==> src/rtl/mem_bus_arbiter.sv <==
// Two-master, single-slave memory bus arbiter: LSU (m0) has fixed priority,
// fetch (m1) is protected by a starvation guard; one transaction in flight.
module mem_bus_arbiter #(
  parameter int unsigned STARVE_MAX = 4
) (
  input  logic        clk,
  input  logic        rst,
  input  logic        m0_req_i,
  input  logic        m0_we_i,
  input  logic [31:0] m0_addr_i,
  input  logic [31:0] m0_wdata_i,
  input  logic [3:0]  m0_be_i,
  output logic        m0_gnt_o,
  output logic        m0_rvalid_o,
  output logic [31:0] m0_rdata_o,
  input  logic        m1_req_i,
  input  logic [31:0] m1_addr_i,
  output logic        m1_gnt_o,
  output logic        m1_rvalid_o,
  output logic [31:0] m1_rdata_o,
  output logic        hold_if_o,
  output logic        s_req_o,
  output logic        s_we_o,
  output logic [31:0] s_addr_o,
  output logic [31:0] s_wdata_o,
  output logic [3:0]  s_be_o,
  input  logic        s_gnt_i,
  input  logic        s_rvalid_i,
  input  logic [31:0] s_rdata_i
);

  localparam int unsigned CNT_W = 4;

  typedef enum logic {S_IDLE = 1'b0, S_WAIT = 1'b1} state_e;

  state_e           state_q, state_d;
  logic             owner_q, owner_d;
  logic [CNT_W-1:0] starve_q, starve_d;
  logic             init_q;
  logic             blocked;
  logic             any_req;
  logic             winner;
  logic             accept;

  // Outputs stay quiet during reset and for the first cycle after it.
  assign blocked = ~rst | init_q;
  assign any_req = m0_req_i | m1_req_i;
  // 1 selects m1: forced by the starvation guard, or m0 is not requesting.
  assign winner  = (m1_req_i & (starve_q == CNT_W'(STARVE_MAX))) | ~m0_req_i;
  assign accept  = (state_q == S_IDLE) & any_req & s_gnt_i & ~blocked;

  always_ff @(posedge clk) begin
    if (!rst) begin
      state_q  <= S_IDLE;
      owner_q  <= 1'b0;
      starve_q <= '0;
      init_q   <= 1'b1;
    end else begin
      state_q  <= state_d;
      owner_q  <= owner_d;
      starve_q <= starve_d;
      init_q   <= 1'b0;
    end
  end

  always_comb begin
    state_d  = state_q;
    owner_d  = owner_q;
    starve_d = starve_q;
    case (state_q)
      S_IDLE: begin
        if (accept) begin
          state_d = S_WAIT;
          owner_d = winner;
          if (!winner && m1_req_i) begin
            starve_d = (starve_q < CNT_W'(STARVE_MAX)) ? starve_q + CNT_W'(1) : starve_q;
          end else begin
            starve_d = '0;
          end
        end
      end
      S_WAIT: begin
        if (s_rvalid_i) state_d = S_IDLE;
      end
      default: state_d = S_IDLE;
    endcase
  end

  always_comb begin
    m0_gnt_o    = 1'b0;
    m0_rvalid_o = 1'b0;
    m0_rdata_o  = '0;
    m1_gnt_o    = 1'b0;
    m1_rvalid_o = 1'b0;
    m1_rdata_o  = '0;
    s_req_o     = 1'b0;
    s_we_o      = 1'b0;
    s_addr_o    = '0;
    s_wdata_o   = '0;
    s_be_o      = '0;
    hold_if_o   = m1_req_i;
    if (!blocked) begin
      if (state_q == S_IDLE) begin
        if (any_req) begin
          s_req_o   = 1'b1;
          s_we_o    = winner ? 1'b0 : m0_we_i;
          s_addr_o  = winner ? m1_addr_i : m0_addr_i;
          s_wdata_o = winner ? 32'h0 : m0_wdata_i;
          s_be_o    = winner ? 4'b1111 : m0_be_i;
          m0_gnt_o  = s_gnt_i & ~winner;
          m1_gnt_o  = s_gnt_i & winner;
          hold_if_o = m1_req_i & ~(s_gnt_i & winner);
        end
      end else if (s_rvalid_i) begin
        m0_rvalid_o = ~owner_q;
        m1_rvalid_o = owner_q;
        m0_rdata_o  = owner_q ? 32'h0 : s_rdata_i;
        m1_rdata_o  = owner_q ? s_rdata_i : 32'h0;
      end
    end
  end

endmodule

==> config.mk <==
export PLATFORM = sky130hd
export DESIGN_NAME = mem_bus_arbiter
export DESIGN_NICKNAME = d
export VERILOG_FILES = /design/src/rtl/mem_bus_arbiter.sv
export SDC_FILE = /design/constraint.sdc
export NUM_CORES = 1
export LEC_CHECK = 0
export BUFFER_PORTS_ARGS = -buffer_cell sky130_fd_sc_hd__buf_2
export CAP_MARGIN = 10
export CORE_AREA = 8 8 101 103
export DETAILED_ROUTE_END_ITERATION = 10
export DIE_AREA = 0 0 109 111
export SLEW_MARGIN = 20
export SYNTH_ARGS = -nofsm -noshare
export SYNTH_HDL_FRONTEND = slang
export SYNTH_SLANG_ARGS = --single-unit
==> constraint.sdc <==
create_clock -name clk -period 3.9 [get_ports clk]
set_clock_uncertainty 0.1 [all_clocks]
set_input_delay 0.78 -clock clk [delete_from_list [all_inputs] [get_ports clk]]
set_output_delay 0.78 -clock clk [all_outputs]
set_load 0.01 [all_outputs]
; Yosys cells after proc, flatten, opt, wreduce, memory -nomap -nowiden
; Index checks and enable logic that the tools add are counted.
[op_classes]
muxes = 48
n_lt_le_gt_ge = 1
add_sub_neg = 1
bitwise_logic = 17
eq_ne = 2
n_reduce_logical = 4
[ops]
columns = op, count
row1 = 32-bit two-way mux, 16
row2 = 1-bit two-way mux, 25
row3 = 4-bit two-way mux, 6
row4 = 1-bit bitwise AND, 7
row5 = 1-bit inverter, 7
row6 = "4-bit by 1-bit adder with 4-bit output, second input constant", 1
row7 = "4-bit by 3-bit == test with 1-bit output, second input constant", 1
row8 = "4-bit by 3-bit < comparator with 1-bit output, second input constant", 1
row9 = 1-bit OR, 3
row10 = 3-bit AND reduction, 1
row11 = "2-bit by 1-bit != test with 1-bit output, second input constant", 1
row12 = 1-bit case mux with 2 select lines, 1
row13 = 2-bit AND reduction, 1
row14 = 1-bit logical AND, 1
row15 = 1-bit logical NOT, 1
[word_totals]
in_bits = 139
wordCells = 77
regBits = 7
output_inout_bits = 139

; Depth between registers and ports, before layout
[depth]
depth_word = 9
mapped_depth = 8
depth_no_buf = 6

; Worst setup path after synthesis
; No wires, ideal clock.
[synth_timing]
path_kind = in2out
startpoint = input rst
endpoint = output s_addr_o[26]
arrival_time_ns = 1.787
path_stages = 5
required_time_ns = 3.020
n_path_buf = 2
path_slack_ns = 1.233
cell_sequence = buf_6 -> nor3b_4 -> o21ai_2 -> buf_2 -> a21oi_1
[synth_between]
elab_chain_cells = 3
[synth_lines]
columns = element, line
row1 = start: declaration, 7  ; input logic rst,
row2 = 1-bit inverter, 46  ; assign blocked = ~rst | init_q;
row3 = 1-bit OR, 46
row4 = 32-bit two-way mux, 102  ; if (!blocked) begin
row5 = end: declaration, 24  ; output logic [31:0] s_addr_o,
; Every way passes these cells.

; Worst setup path after layout
[layout_timing]
startpoint = input m1_req_i
endpoint = output s_addr_o[29]
[layout_between]
elab_chain_cells = 6
elab_cells_between_ends = 7
classes_between = mux (4) / bitwise (3)
[layout_lines]
columns = element, line
row1 = start: declaration, 16  ; input logic m1_req_i,
row2 = 1-bit bitwise AND, 49  ; assign winner = (m1_req_i & (starve_q == CNT_W'(STARVE_MAX))) | ~m0_req_i;
row3 = 1-bit OR, 49
row4 = 32-bit two-way mux, 107  ; s_addr_o = winner ? m1_addr_i : m0_addr_i;
row5 = 32-bit two-way mux *, 104  ; if (any_req) begin
row6 = 32-bit two-way mux *, 103  ; if (state_q == S_IDLE) begin
row7 = 32-bit two-way mux *, 102
; Every way passes the cells marked *; elsewhere a longest branch is shown, timed or not.

==> results_tabular.tex <==
\begin{tabular}{lr}
\hline
Metric & Value \\
\hline
\multicolumn{2}{l}{\textbf{GRT}} \\
Maximum number of pins on one net before global-route repair & 67 \\
Global router's overall resource usage & 14.5\% \\
Global-route wire length before repair & 14600 microns \\
Via count of the first global-routing pass & 2861 \\
Initial antenna violation count & 0 \\
Total overflow reported by the global router & 0 \\
\multicolumn{2}{l}{\textbf{Clock network}} \\
Maximum buffer depth of the clock tree & 2 \\
Clock root buffer master & sky130\_fd\_sc\_hd\_\_clkbuf\_8 \\
Number of buffers inserted by hold repair at cts & 0 \\
Post-CTS sizing & 0 \\
CTS buffer count & 3 \\
Clk slew on worst S/H paths & $\sim$0.04 ns \\
Source-to-sink clock delay at the later pin of the worst-skew pair & 0.23 ns \\
TritonCTS clock tree & yes \\
Count of buffers added by post-CTS timing repair for setup & 0 \\
Total number of H-tree levels & 1 \\
Clock tree sinks & 7 \\
\multicolumn{2}{l}{\textbf{Die}} \\
\# IOs & 278 \\
Initial Util & 18.3\% \\
Chip width & between 100 and 150 microns \\
Core region area & $\sim$8600 sq um \\
FP Rows & 34 \\
Vertical die dimension & 111 microns \\
Die Footprint & $\sim$12000 sq um \\
\multicolumn{2}{l}{\textbf{Logic synthesis}} \\
YS warnings & 0 \\
Flops \& latches, synth & 7 \\
Post-Synthesis Cell Area & around 1600 sq um \\
Leading area contributor after synthesis & sky130\_fd\_sc\_hd\_\_and2\_1 \\
Largest cells by area after synthesis & sky130\_fd\_sc\_hd\_\_and2\_1, sky130\_fd\_sc\_hd\_\_nand2\_1, sky130\_fd\_sc\_hd\_\_and3\_1 \\
Area share of the largest cell type after synthesis & 26.0\% \\
Count of distinct cell types in the synthesized netlist & 24 \\
Number of instances in the synthesized netlist & between 200 and 300 \\
Number of nets in the synthesized netlist & slightly above 400 \\
Mean Syn Cell Area & 5.80 sq um \\
Share of the yosys chip area belonging to registers & 8.95\% \\
\multicolumn{2}{l}{\textbf{Finish}} \\
Post-layout instance count excluding filler cells & 641 \\
Layout fillers & $\sim$940 \\
Count of nets after finishing & 675 \\
Most common cell after layout, fill and taps aside & sky130\_fd\_sc\_hd\_\_buf\_2 \\
Ant. Diodes & 0 \\
Synthesis-to-finish area growth & 95.9\% \\
Fraction of layout cells with a size suffix above 1 & between 50\% and 60\% \\
Commonest non-fill, non-tap cells in the layout & sky130\_fd\_sc\_hd\_\_buf\_2, sky130\_fd\_sc\_hd\_\_nand2\_1, sky130\_fd\_sc\_hd\_\_and2\_1, sky130\_fd\_sc\_hd\_\_a21oi\_1, sky130\_fd\_sc\_hd\_\_and3\_1 \\
\multicolumn{2}{l}{\textbf{Place}} \\
Total instance count after detailed placement & 637 \\
Placer congestion estimate & 0.858 \\
Total of buffers placed on input and output ports & between 200 and 300 \\
Placed wire-length estimate after detailed placement & between 8000 and 9000 microns \\
\multicolumn{2}{l}{\textbf{Timing}} \\
Unrepaired setup endpoints after global routing & false \\
Final period demand of the worst path & 3.00 ns \\
Final Max Slew Viols & 0 \\
Final sum of negative setup slack & 0 ns \\
Max-slew headroom & 64.5\% \\
Part of the cycle the worst path needs & 77.0\% \\
Total setup violations reported at the end of the flow & 0 \\
Worst Hold Slack & 0.383 ns \\
Count of endpoints failing hold in the final timing report & 0 \\
Maximum clock frequency & 333 MHz \\
Worst slew pin tran & $\sim$0.53 ns \\
\multicolumn{2}{l}{\textbf{Drt}} \\
Detailed-route via count & 2761 \\
Average via count per standard cell & 4.31 \\
Wire per inst & 15.0 microns \\
Total wire length after detailed routing & 9640 microns \\
Number of search-and-repair iterations in the first detailed-routing pass & 4 \\
Number of design-rule violations left by the first detailed-router iteration & 150 \\
Post-detailed-route DRC marker count & 0 \\
Number of nets with antenna violations after detailed routing & 0 \\
\multicolumn{2}{l}{\textbf{Worst setup path}} \\
Internal reg-to-reg setup slack & 2.17 ns \\
Critical Path Sink Type & output port \\
Crit-path max FO & 66 \\
Slowest stage cell, crit path & sky130\_fd\_sc\_hd\_\_buf\_4 \\
Largest stage delay, worst path & between 0.4 and 0.5 ns \\
Cells traversed along the worst timing path & buf\_2, nand4b\_1, and2\_1, buf\_4, nand2\_1, a21oi\_1, buf\_2 \\
Critical path launch point type & input port \\
Buffer and inverter count on the worst path & 3 \\
Most used cell along the critical path & sky130\_fd\_sc\_hd\_\_buf\_2 \\
Largest delay contributor family on the critical path & buffers and inverters \\
Kind of critical path & in2out \\
Data required, critical path & roughly 3.0 ns \\
Arrival time reported for the critical path endpoint & 2.12 ns \\
\multicolumn{2}{l}{\textbf{Hold path}} \\
Worst hold path class & reg2reg \\
\multicolumn{2}{l}{\textbf{Power and ir drop}} \\
Maximum ir drop on the vdd rail & 111 uV \\
Pwr/cell area & 118 nW/um\^{}2 \\
Static Leak & 2.11 nW \\
\multicolumn{2}{l}{\textbf{Run status}} \\
Outcome & complete, no violations \\
\multicolumn{2}{l}{\textbf{Job}} \\
Maxcap violations & 0 \\
\hline
\end{tabular}
-- power breakdown --
group	leakage, nW	internal (mW)	switching [mW]	total (mW)
clock	0.0228	0.0706	0.0304	0.101
sequential	0.0570	0.0736	0.00135	0.0749
combinational	2.03	0.0903	0.0951	0.185
-- stage by stage --
step	utilization, %	setup slack [ns]	power (mW)	area (sq um)
6_report	35.9	0.895	0.361	3070
5_1_grt	35.9	0.723	0.391	3070
4_1_cts	35.9	0.901	0.367	3070
3_5_place_dp	35.3	0.905	0.263	3020
3_3_place_gp	35.3	0.940	0.259	3020
2_1_floorplan	-	1.23	0.155	1570
-- area by class of cell --
cell class	instances	area, sq um	share of cell area (%)
sequential	7	140	4.57
multi-input combinational	231	1280	41.9
tap	108	135	4.41
inverter	8	30.0	0.979
clock buffer	4	45.0	1.47
timing repair buffer	283	1430	46.7
-- state kept, by name (all words and copies together), names as in the netlist --
| register | count |
|---|---|
| init_q | 1 |
| owner_q | 1 |
| starve_q | 4 |
| state_q | 1 |
-- worst paths after layout --
kind	start	end	cells past startpoint
worst max-delay path	m1_req_i	s_addr_o[29]	7
worst min-delay path	starve_q[1]	starve_q[1]	2
worst max register to register	starve_q[0]	owner_q	7
worst min register to register	starve_q[1]	starve_q[1]	2
-- worst min-delay path: stages, from the launching register on --
cell                      delay [ns]
sky130_fd_sc_hd__dfxtp_1        0.31
sky130_fd_sc_hd__nand2_1        0.06
sky130_fd_sc_hd__mux2i_1        0.06
-- Yosys cell counts, drive strengths merged --
library cell  instances
a211oi                1
a21oi                34
a31oi                 2
and2                 65
and3                 34
buf                  11
clkbuf               13
dfxtp                 7
ha                    2
inv                   8
mux2i                 2
nand2                68
nand2b                1
nand3                 2
nand4b                2
nor2                 12
nor3b                 2
o211ai                1
o21ai                 1
o21bai                1
o221a                 1
-- logic make-up (layout without fill, tap and decap cells) --
| group | after synthesis | count (layout) | synth area share [%] |
|---|---|---|---|
| muxes | 2 | 2 | 1.28 |
| and+or+nand+nor | 186 | 186 | 63.2 |
| buffers and inverters | 32 | 295 | 8.95 |
| DFF | 7 | 7 | 8.95 |
| AOI/OAI and AO/OA | 41 | 41 | 16.0 |
| adders and majority gates | 2 | 2 | 1.60 |
-- per-layer routing --
layer / share of wire, % / routed length [microns] / GRT usage [%] / vias to the layer above
met5: 0 / 0 / 0 / -
li1: - / - / - / 1395
met1: 37 / 3560 / 15.3 / 1202
met3: 12 / 1170 / 4.36 / 7
met4: 0.76 / 73 / 2.56 / 0
met2: 50 / 4850 / 27.4 / 157
(Power assumes the default switching activity.)
